## src/rtl/aes_prng_reseed_ctrl.sv

```systemverilog
// PRNG reseed scheduler (step-count or software trigger) plus a one-word EDN entropy buffer.
// Latency: the reseed request rises 1 cycle after its trigger, and the PRNG ack follows the EDN ack by 1 cycle.
// Backpressure: the request holds until reseed_req is acked; one buffered word; optional timeout (AES_PRNG_RESEED_TIMEOUT_EN).
module aes_prng_reseed_ctrl #(
    parameter int unsigned EntropyWidth  = 32,
    parameter int unsigned TimeoutCycles = 1024
) (
    input  logic                    clk_i,
    input  logic                    rst_ni,
    input  logic [1:0]              rate_i,
    input  logic                    step_i,
    input  logic                    sw_reseed_i,
    output logic                    reseed_req_o,
    input  logic                    reseed_ack_i,
    input  logic                    prng_ent_req_i,
    output logic                    prng_ent_ack_o,
    output logic [EntropyWidth-1:0] prng_ent_o,
    output logic                    edn_req_o,
    input  logic                    edn_ack_i,
    input  logic [EntropyWidth-1:0] edn_data_i,
    output logic                    busy_o,
    output logic                    timeout_err_o
);

    typedef enum logic {
        IDLE = 1'b0,
        REQ  = 1'b1
    } state_e;

    state_e            state_q, state_d;
    logic [13:0]       step_cnt_q;
    logic [13:0]       step_cnt_inc;
    logic [13:0]       thresh;
    logic              thresh_hit;
    logic [EntropyWidth-1:0] buf_q;
    logic              buf_valid_q;

    always_comb begin
        thresh = 14'd8192;
        case (rate_i)
            2'd0:    thresh = 14'd64;
            2'd1:    thresh = 14'd256;
            default: thresh = 14'd8192;
        endcase
    end

    // Compare against the post-increment count so the request rises right after the triggering step.
    assign step_cnt_inc = (step_i && (step_cnt_q != 14'h3FFF)) ? step_cnt_q + 14'd1 : step_cnt_q;
    assign thresh_hit   = (rate_i != 2'd3) && (step_cnt_inc >= thresh);

    always_ff @(posedge clk_i or negedge rst_ni) begin
        if (!rst_ni) begin
            state_q <= IDLE;
        end else begin
            state_q <= state_d;
        end
    end

    always_comb begin
        state_d = state_q;
        case (state_q)
            IDLE:    if (sw_reseed_i || thresh_hit) state_d = REQ;
            REQ:     if (reseed_ack_i) state_d = IDLE;
            default: state_d = IDLE;
        endcase
    end

    always_ff @(posedge clk_i or negedge rst_ni) begin
        if (!rst_ni) begin
            step_cnt_q <= 14'd0;
        end else if (state_q == IDLE) begin
            step_cnt_q <= step_cnt_inc;
        end else if (reseed_ack_i) begin
            step_cnt_q <= 14'd0;
        end
    end

    assign reseed_req_o = (state_q == REQ);
    assign busy_o       = (state_q == REQ);

    // Capture and delivery are mutually exclusive because both depend on buf_valid_q.
    always_ff @(posedge clk_i or negedge rst_ni) begin
        if (!rst_ni) begin
            buf_q       <= '0;
            buf_valid_q <= 1'b0;
        end else if (!buf_valid_q && edn_ack_i) begin
            buf_q       <= edn_data_i;
            buf_valid_q <= 1'b1;
        end else if (prng_ent_ack_o) begin
            buf_valid_q <= 1'b0;
        end
    end

    // The request is gated by reset so that every output reads 0 while reset is held.
    assign edn_req_o      = prng_ent_req_i & ~buf_valid_q & rst_ni;
    assign prng_ent_ack_o = prng_ent_req_i & buf_valid_q;
    assign prng_ent_o     = buf_q;

`ifdef AES_PRNG_RESEED_TIMEOUT_EN
    localparam logic [15:0] TimeoutLast = 16'(TimeoutCycles - 1);

    logic [15:0] to_cnt_q;
    logic        to_err_q;

    always_ff @(posedge clk_i or negedge rst_ni) begin
        if (!rst_ni) begin
            to_cnt_q <= 16'd0;
            to_err_q <= 1'b0;
        end else if (state_q == REQ) begin
            if (to_cnt_q != 16'hFFFF) to_cnt_q <= to_cnt_q + 16'd1;
            if (to_cnt_q == TimeoutLast) to_err_q <= 1'b1;
        end else begin
            to_cnt_q <= 16'd0;
        end
    end

    assign timeout_err_o = to_err_q;
`else
    logic [15:0] unused_timeout_cycles;
    assign unused_timeout_cycles = 16'(TimeoutCycles);
    assign timeout_err_o         = 1'b0;
`endif

endmodule
```

## config.mk

```make
export PLATFORM = sky130hd
export DESIGN_NAME = aes_prng_reseed_ctrl
export DESIGN_NICKNAME = d
export VERILOG_FILES = /design/src/rtl/aes_prng_reseed_ctrl.sv
export SDC_FILE = /design/constraint.sdc
export NUM_CORES = 1
export LEC_CHECK = 0
export ABC_AREA = 1
export CAP_MARGIN = 15
export CORE_MARGIN = 2
export CORE_UTILIZATION = 30
export DETAILED_ROUTE_END_ITERATION = 12
export PLACE_DENSITY = 0.64
export SLEW_MARGIN = 0
export SYNTH_ARGS = -nofsm -noshare
export SYNTH_HDL_FRONTEND = slang
export SYNTH_SLANG_ARGS = --single-unit
export TNS_END_PERCENT = 30
```

## constraint.sdc

```tcl
create_clock -name clk_i -period 2.55 [get_ports clk_i]
set_clock_uncertainty 0.1 [all_clocks]
set_input_delay 0.6375 -clock clk_i [delete_from_list [all_inputs] [get_ports clk_i]]
set_output_delay 0.6375 -clock clk_i [all_outputs]
set_load 0.02 [all_outputs]
```

# Word level (Yosys, flattened, before mapping)
# Cells that the tools add are included.
# W data, S select, Z words.
dict set report op_classes {
  mux 9
  order_cmp 1
  n_eq_ne 4
  addsub 1
  n_reduce_logical 7
  bitwise 5
}
# op count
set ops {}
lappend ops {{$mux W14} 3}
lappend ops {{$pmux W14 S2} 1}
lappend ops {{$add A14 B1 Y14 const B} 1}
lappend ops {{$ge A14 B14 Y1} 1}
lappend ops {{$ne A14 B14 Y1 const B} 1}
lappend ops {{$mux W1} 4}
lappend ops {{$ne A2 B2 Y1 const B} 2}
lappend ops {{$and A1 B1 Y1} 3}
lappend ops {{$logic_and A1 B1 Y1} 3}
lappend ops {{$eq A2 B1 Y1 const B} 1}
lappend ops {{$logic_not A2 Y1} 1}
lappend ops {{$not A1 Y1} 2}
lappend ops {{$pmux W1 S2} 1}
lappend ops {{$reduce_bool A2 Y1} 1}
lappend ops {{$logic_not A1 Y1} 1}
lappend ops {{$logic_or A1 B1 Y1} 1}
dict set report word_totals {
  regBits 48
  wordCells 31
  input_bits 41
  out_inout_bits 37
}

# Logic depth before layout (Yosys ltp)
# Gate-level depths: netlist (run 1).
dict set report depth {
  depth_word 8
  ltp_mapped 22
  mapped_depth_nobuf 22
}

# Worst setup path before layout (run 1)
# Ideal clock, no wire load.
dict set report synth_timing {
  path_kind {reg2reg}
  from {register step_cnt_q[0]}
  to {register state_q, in the netlist busy_o}
  synth_period_minus_slack_ns 2.320
  required_ns 2.383
  n_path_buf 0
  path_slack_ns 0.230
  stages_incl_launch_ff 22
  arrival_ns 2.153
  setup_ns 0.067
  cell_sequence {dfrtp_1 > ha_1 > nand2_1 > nor2_2 > nand2_2 > inv_1 > nand2_2 > nand2_4 > nor3_1 > xor2_1 > inv_1 > ha_1 > inv_1 > nor2_1 > nand2_1 > nor2_1 > nand2_1 > nand2_1 > nand2_1 > nand2_1 > nand2_1 > nand2_1}
}
dict set report synth_via {
  elab_chain_len 8
  word_cells_on_any_way 9
  cone_classes {add/sub (1); order compare (1); eq/ne (1); mux (3); reduce/logical (3)}
}
# item line
set synth_rtl {}
lappend synth_rtl {{start: declaration} 31} ;# logic [13:0] step_cnt_q;
lappend synth_rtl {{start signal: assignment} 72} ;# step_cnt_q <= step_cnt_inc;
lappend synth_rtl {{branches (longest 2 deep; another with $add A14 B1 Y14)} n/a}
lappend synth_rtl {{$mux W14 (*)} 48} ;# assign step_cnt_inc = (step_i && (step_cnt_q != 14'h3FFF)) ? step_cnt_q + 14'd1 : step_cnt_q;
lappend synth_rtl {{$ge A14 B14 Y1 (*)} 49} ;# assign thresh_hit = (rate_i != 2'd3) && (step_cnt_inc >= thresh);
lappend synth_rtl {{$logic_and A1 B1 Y1 (*)} 49}
lappend synth_rtl {{$logic_or A1 B1 Y1 (*)} 62} ;# IDLE: if (sw_reseed_i || thresh_hit) state_d = REQ;
lappend synth_rtl {{$mux W1 (*)} 62}
lappend synth_rtl {{$pmux W1 S2 (*)} 61} ;# case (state_q)
lappend synth_rtl {{net state_d} 30} ;# state_e state_q, state_d;
lappend synth_rtl {{end signal: assignment} 55} ;# state_q <= state_d;
lappend synth_rtl {{end: declaration} 30}
# Mark *: on every way through the listed nets, which the timed path passes.
# A chain may end at the register's enable or synchronous reset.

# Final worst setup path (run 1)
# Ends and elaborated chain as after synthesis.

==> flow_summary.toml, run 1 <==
[sta]
fmax_mhz = 414.1
fin_tns_setup_ns = 0
fin_hold_ws_ns = 0.3594
timing.final.ws_setup_ns = 0.1349
finalCriticalPeriod_ns = 2.415
rsz0062_at_grt = "true"
slew_headroom = 0.5909
tightestPinTransition_ns = 0.6137
period_share = 0.9471
hold_viol = 0
setup_viol = 0
slew_viol_final = 0

[power_and_ir_drop]
power_density_nw_per_um2 = 675.1
ir_drop_v = 0.0003666
p_sw_uw = 822.8
swShare = 0.3402
clkPwrFrac = 0.199
p_leak_uw = 0.001576
power_frac_comb = 0.382
power_uw = 2418
p_int_uw = 1595
seqPwrFrac = 0.419

[synthesis]
ys_warn_count = 0
ys_ff_latch = 48
syn_area_per_cell_um2 = 9.106
yosysSeqAreaShare = 0.4885
synth_cells = 270
syn_nets = 315
ys_types = 25
synth.cell_area_um2 = 2459

[placed_design]
dp_cells = 456
io_buffers = 76
post-place-ws_ns = -0.2761
place_congestion = 0.8638
dp_hpwl_mm = 4.245

[detailed_routing]
via_per_inst = 4.481
dr.pass1.iters = 4
ant_nets = 0
via_count = 2097
drt-total-wl_mm = 5.773
drc = 0
routedWlPerCell_um = 12.34
first_iter_violations = 54

[cells_and_area]
n_antenna_cell = 0
syn2layout_area_growth_pct = 45.70
fin_cells = 468
nets = 407
fill_cells = 799
drive_gt1_frac = 0.2231

[floorplanning]
die_x_um = 94.53
initial_core_util = 0.3038
core-area_um2 = 8093
io_pins = 78
fp.dieH_um = 94.53
dieArea_um2 = 8936
rows = 33

[global_route]
first_global_vias = 2188
grt_antenna_before_repair = 0
grt_start_max_net_pins = 49
track_usage = 0.1393
grt_overflow = 0
grt_first_pass_wirelength_mm = 9.742

[clock_tree]
holdBufCountCts = 0
cts_tree = "yes"
h-tree-depth = 2
clk_latency_ns = 0.29
cts_sinks = 48
clock_path_buffers = 2
cts_buffers = 5
ctsRootBufferMaster = "clkbuf_8"
clk_pin_slew_ns = 0.09

[job]
max_cap_viol_count = 0

[setup_path]
cp.required_ns = 2.68
cp-start-kind = "flop"
crit_type = "reg -> reg"
endpoint_kind = "flop"
crit_arrival_ns = 2.55
crit_fanout = 5
reg2reg_setup_slack_ns = 0.13

[status]
status = "finished, final reports clean"

[min_path]
hold_path.class = "in -> async"
==> logic make-up (layout without fill, tap and decap cells) <==
group / after synthesis / in the layout / synth area share
and+or+nand+nor: 122 / 122 / 0.2127
DFF: 48 / 48 / 0.4885
buffers and inverters: 36 / 129 / 0.06208
muxes: 32 / 32 / 0.1466
AOI/OAI and AO/OA: 20 / 20 / 0.04326
xor gates and xnor gates: 7 / 7 / 0.02494
adders and majority gates: 4 / 4 / 0.02036
other: 1 / 1 / 0.001525
==> what timing repair did <==
item,in CTS,in global routing
resized for setup,2,14
setup endpoints to repair,2,1
buffers inserted,0,4
pin swaps,0,11
==> state kept, by name (all words and copies together), names as in the netlist <==
signal,cells
step_cnt_q,14
prng_ent_o,32
busy_o,1
buf_valid_q,1
==> metrics by stage <==
step                      area, µm²  utilization
after global placement         3405       0.4207
after detailed placement       3405       0.4207
after global routing           3582       0.4426
after floorplan                2459            -
after CTS                      3498       0.4323
final                          3582       0.4426
==> per-layer routing <==
layer / global-route usage / vias to the layer above / wire length [µm]
li1: - / 1042 / -
met5: 0 / - / 0
met3: 0.04629 / 6 / 366
met1: 0.1710 / 997 / 2571
met4: 0.04227 / 0 / 73
met2: 0.2327 / 52 / 2761
==> power groups by stage <==
stage	clock, µW	sequential [µW]	combinational [µW]
finish	481	1010	925
global route	547	1040	1000
CTS	514	1010	912
detailed placement	0	1020	910
global placement	0	1020	903
floorplan	0	1160	351
==> final cells by class <==
cell class	instances	area, µm²	share of cell area
Timing Repair Buffer	92	888.4	0.2480
Sequential cell	48	1201	0.3353
Clock inverter	2	13.76	0.003842
Clock buffer	6	82.58	0.02305
Inverter	29	108.9	0.03039
Multi-Input combinational cell	186	1156	0.3227
Tap cell	105	131.4	0.03667
==> critical path: stages, from the launching register on <==
cell	delay (ns)
dfrtp_1	0.41
ha_2	0.22
nand2_2	0.07
nor2_4	0.16
nand2_2	0.09
inv_2	0.06
nand2_2	0.05
nand2_4	0.10
nor3_4	0.04
xor2_1	0.14
inv_1	0.07
ha_1	0.27
inv_1	0.03
nor2_1	0.09
nand2_1	0.07
nor2_2	0.08
nand2_1	0.05
nand2_1	0.06
nand2_1	0.04
nand2_1	0.05
nand2_1	0.04
nand2_1	0.06
==> worst paths after layout <==
check / from / to / depth (start not counted)
max: step_cnt_q[0] / busy_o / 21
min reg2reg: prng_ent_o[3] / prng_ent_o[3] / 1
min: rst_ni / prng_ent_o[13] / 2
max reg2reg: step_cnt_q[0] / busy_o / 21
max in group asynchronous: rst_ni / prng_ent_o[8] / 2
min in group clk_i: prng_ent_o[3] / prng_ent_o[3] / 1
==> Yosys cell counts (all sizes together) <==
cell,instances,share of area
nand2,77,0.13
ha,4,0.020
o22ai,3,0.0076
mux2,32,0.15
or2,1,0.0025
dfrtp,48,0.49
nor2,26,0.045
o21bai,1,0.0031
nand3b,1,0.0031
o21ai,16,0.033
buf,5,0.011
xnor2,1,0.0036
nand3,11,0.022
clkbuf,2,0.0071
nand4,4,0.010
nor3,2,0.0041
inv,29,0.044
xor2,6,0.021
conb,1,0.0015
==> placed cells by master, fill, tap and decap left out, drive strengths merged, types with 3 or more instances in the layout <==
master / n
buf: 17
clkbuf: 6
clkdlybuf4s50: 72
dfrtp: 48
ha: 4
inv: 30
mux2: 32
nand2: 77
nand3: 11
nand4: 4
nor2: 26
o21ai: 16
o22ai: 3
xor2: 6
Power figures use the tool's default switching activity.
==> inputs of run 2 (changes only) <==
--- a/config.mk
+++ b/config.mk
@@ -8,9 +8,9 @@
 export ABC_AREA = 1
 export CAP_MARGIN = 15
 export CORE_MARGIN = 2
-export CORE_UTILIZATION = 30
+export CORE_UTILIZATION = 46
 export DETAILED_ROUTE_END_ITERATION = 12
-export PLACE_DENSITY = 0.64
+export PLACE_DENSITY = 0.87
 export SLEW_MARGIN = 0
 export SYNTH_ARGS = -nofsm -noshare
 export SYNTH_HDL_FRONTEND = slang
==> constraint.sdc (replaced) <==
create_clock -name clk_i -period 2.3 [get_ports clk_i]
set_clock_uncertainty 0.1 [all_clocks]
set_input_delay 0.575 -clock clk_i [delete_from_list [all_inputs] [get_ports clk_i]]
set_output_delay 0.575 -clock clk_i [all_outputs]
set_load 0.02 [all_outputs]
==> run 2 against run 1 <==
The run now ends with negative setup slack left. Register-to-register slack got worse by 0.21 ns. Sequential share of layout area down 0.27 points. Critical path depth is the same. Count of clock-buffer cells in the layout rose by 1.
==> flow_summary.toml, run 2 (same netlist as run 1, synthesis figures left out) <==
[status]
status = "finished with violations"
violations = "negative setup slack"

[power_and_ir_drop]
power_uw = 2686
ir_drop_v = 0.0005707
power_density_nw_per_um2 = 743.2
p_leak_uw = 0.001623

[floorplanning]
rows = 26
io_pins = 78
core-area_um2 = 5140
dieArea_um2 = 5946
initial_core_util = 0.4783
die_x_um = 77.11
fp.dieH_um = 77.11

[sta]
finalCriticalPeriod_ns = 2.371
fin_hold_ws_ns = 0.2907
tightestPinTransition_ns = 0.6102
rsz0062_at_grt = "true"
setup_viol = 1
fmax_mhz = 421.7
fin_tns_setup_ns = -0.07135
slew_viol_final = 0
timing.final.ws_setup_ns = -0.07135
slew_headroom = 0.5932
hold_viol = 0
period_share = 1.031

[global_route]
grt_start_max_net_pins = 49
grt_antenna_before_repair = 0
grt_first_pass_wirelength_mm = 9.880
first_global_vias = 2257
grt_overflow = 0
track_usage = 0.2052

[cells_and_area]
nets = 420
largest_reg_flops = 32
final_cell_mix = "73 x clkdlybuf4s50_1, 70 x nand2_1, 47 x dfrtp_1, 32 x mux2_2, 28 x buf_4"
drive_gt1_frac = 0.2367
syn2layout_area_growth_pct = 47.02
n_antenna_cell = 0
final_common_cell = "clkdlybuf4s50_1"

[placed_design]
dp_hpwl_mm = 4.369
io_buffers = 76
post-place-ws_ns = -0.3847
place_congestion = 0.8863

[setup_path]
reg2reg_setup_slack_ns = -0.07
crit_type = "reg -> reg"
cpMaxStageDelayCell = "dfrtp_1"
endpoint_kind = "flop"
cp-start-kind = "flop"
worst_path_most_repeated_cell = "nand2_1"
worstPathCellList = "ha_2, nand2_2, nor2_4, nand2_2, inv_2, nand2_2, nand2_4, nor3_4, xor2_1, inv_1, ha_1, inv_1, nor2_1, nand2_1, nor2_1, nand2_1, nand2_1, nand2_1, nand2_1, nand2_1, nand2_1"
cp.required_ns = 2.43
crit_fanout = 3
crit_arrival_ns = 2.51
cpPeakStageDelay_ns = 0.41

[detailed_routing]
ant_nets = 0
drc = 0
routedWlPerCell_um = 13.18
via_per_inst = 4.913
via_count = 2191
dr.pass1.iters = 4
drt-total-wl_mm = 5.878
first_iter_violations = 186

[clock_tree]
holdBufCountCts = 0
clk_latency_ns = 0.30
cts_tree = "yes"
ctsRootBufferMaster = "clkbuf_8"
clk_pin_slew_ns = 0.09
cts_sinks = 48
clock_path_buffers = 2
h-tree-depth = 2
cts_buffers = 5

[min_path]
hold_path.class = "in -> async"

[job]
max_cap_viol_count = 0
run 2: changes by cell type in the layout (fill, tap and decap cells not counted), sizes merged:
| cell | delta |
|---|---|
| clkdlybuf4s50 | +1 |
| clkinv | -1 |
| dlymetal6s2s | -1 |
| clkinvlp | +1 |
| buf | +13 |
| inv | -1 |
| clkbuf | +1 |
run 2: final cells by class:
cell class	count	area (µm²)
Sequential cell	48	1202
Timing Repair Buffer	105	983.4
Tap cell	70	87.58
Clock inverter	1	7.507
Fill cell	407	1525
Inverter	29	108.9
Multi-Input combinational cell	186	1139
Clock buffer	7	86.33
run 2: per-stage QoR:
stage                     area, µm²  std cells  utilization
after floorplan                2464        270            -
after global placement         3471        435       0.6753
after CTS                      3576        443       0.6957
final                          3615        446       0.7033
after detailed placement       3471        435       0.6753
after global routing           3615        446       0.7033
run 2: path summary, 6_finish.rpt:
kind                                   to  cells after the start           from
max                                busy_o                     21  step_cnt_q[0]
min                        prng_ent_o[24]                      2         rst_ni
max reg2reg                        busy_o                     21  step_cnt_q[0]
min reg2reg                 prng_ent_o[2]                      1  prng_ent_o[2]
max in group asynchronous   step_cnt_q[3]                      2         rst_ni
min in group clk_i          prng_ent_o[2]                      1  prng_ent_o[2]
run 2: repair_timing:
action,CTS,global route
setup buffers,0,3
pin swaps,1,3
resized for setup,5,6
setup endpoints to repair,3,1
run 2: critical path, delay by kind of cell, from the launching register on:
kind	cells	cell delay, ns
flops	1	0.41
fa+ha+maj	2	0.48
xor+xnor	1	0.15
buf+inv	3	0.15
simple gates	15	1.01
run 2: routing by layer:
layer / track usage / share of wire
met5: 0 / 0
met4: 0.08929 / 0.027
met3: 0.04941 / 0.067
met2: 0.3544 / 0.50
met1: 0.2433 / 0.41
run 2: where the power goes:
part | switching [µW] | internal (µW)
Combinational | 526 | 525
Clock | 278 | 245
Sequential | 104 | 1010
Total | 908 | 1780
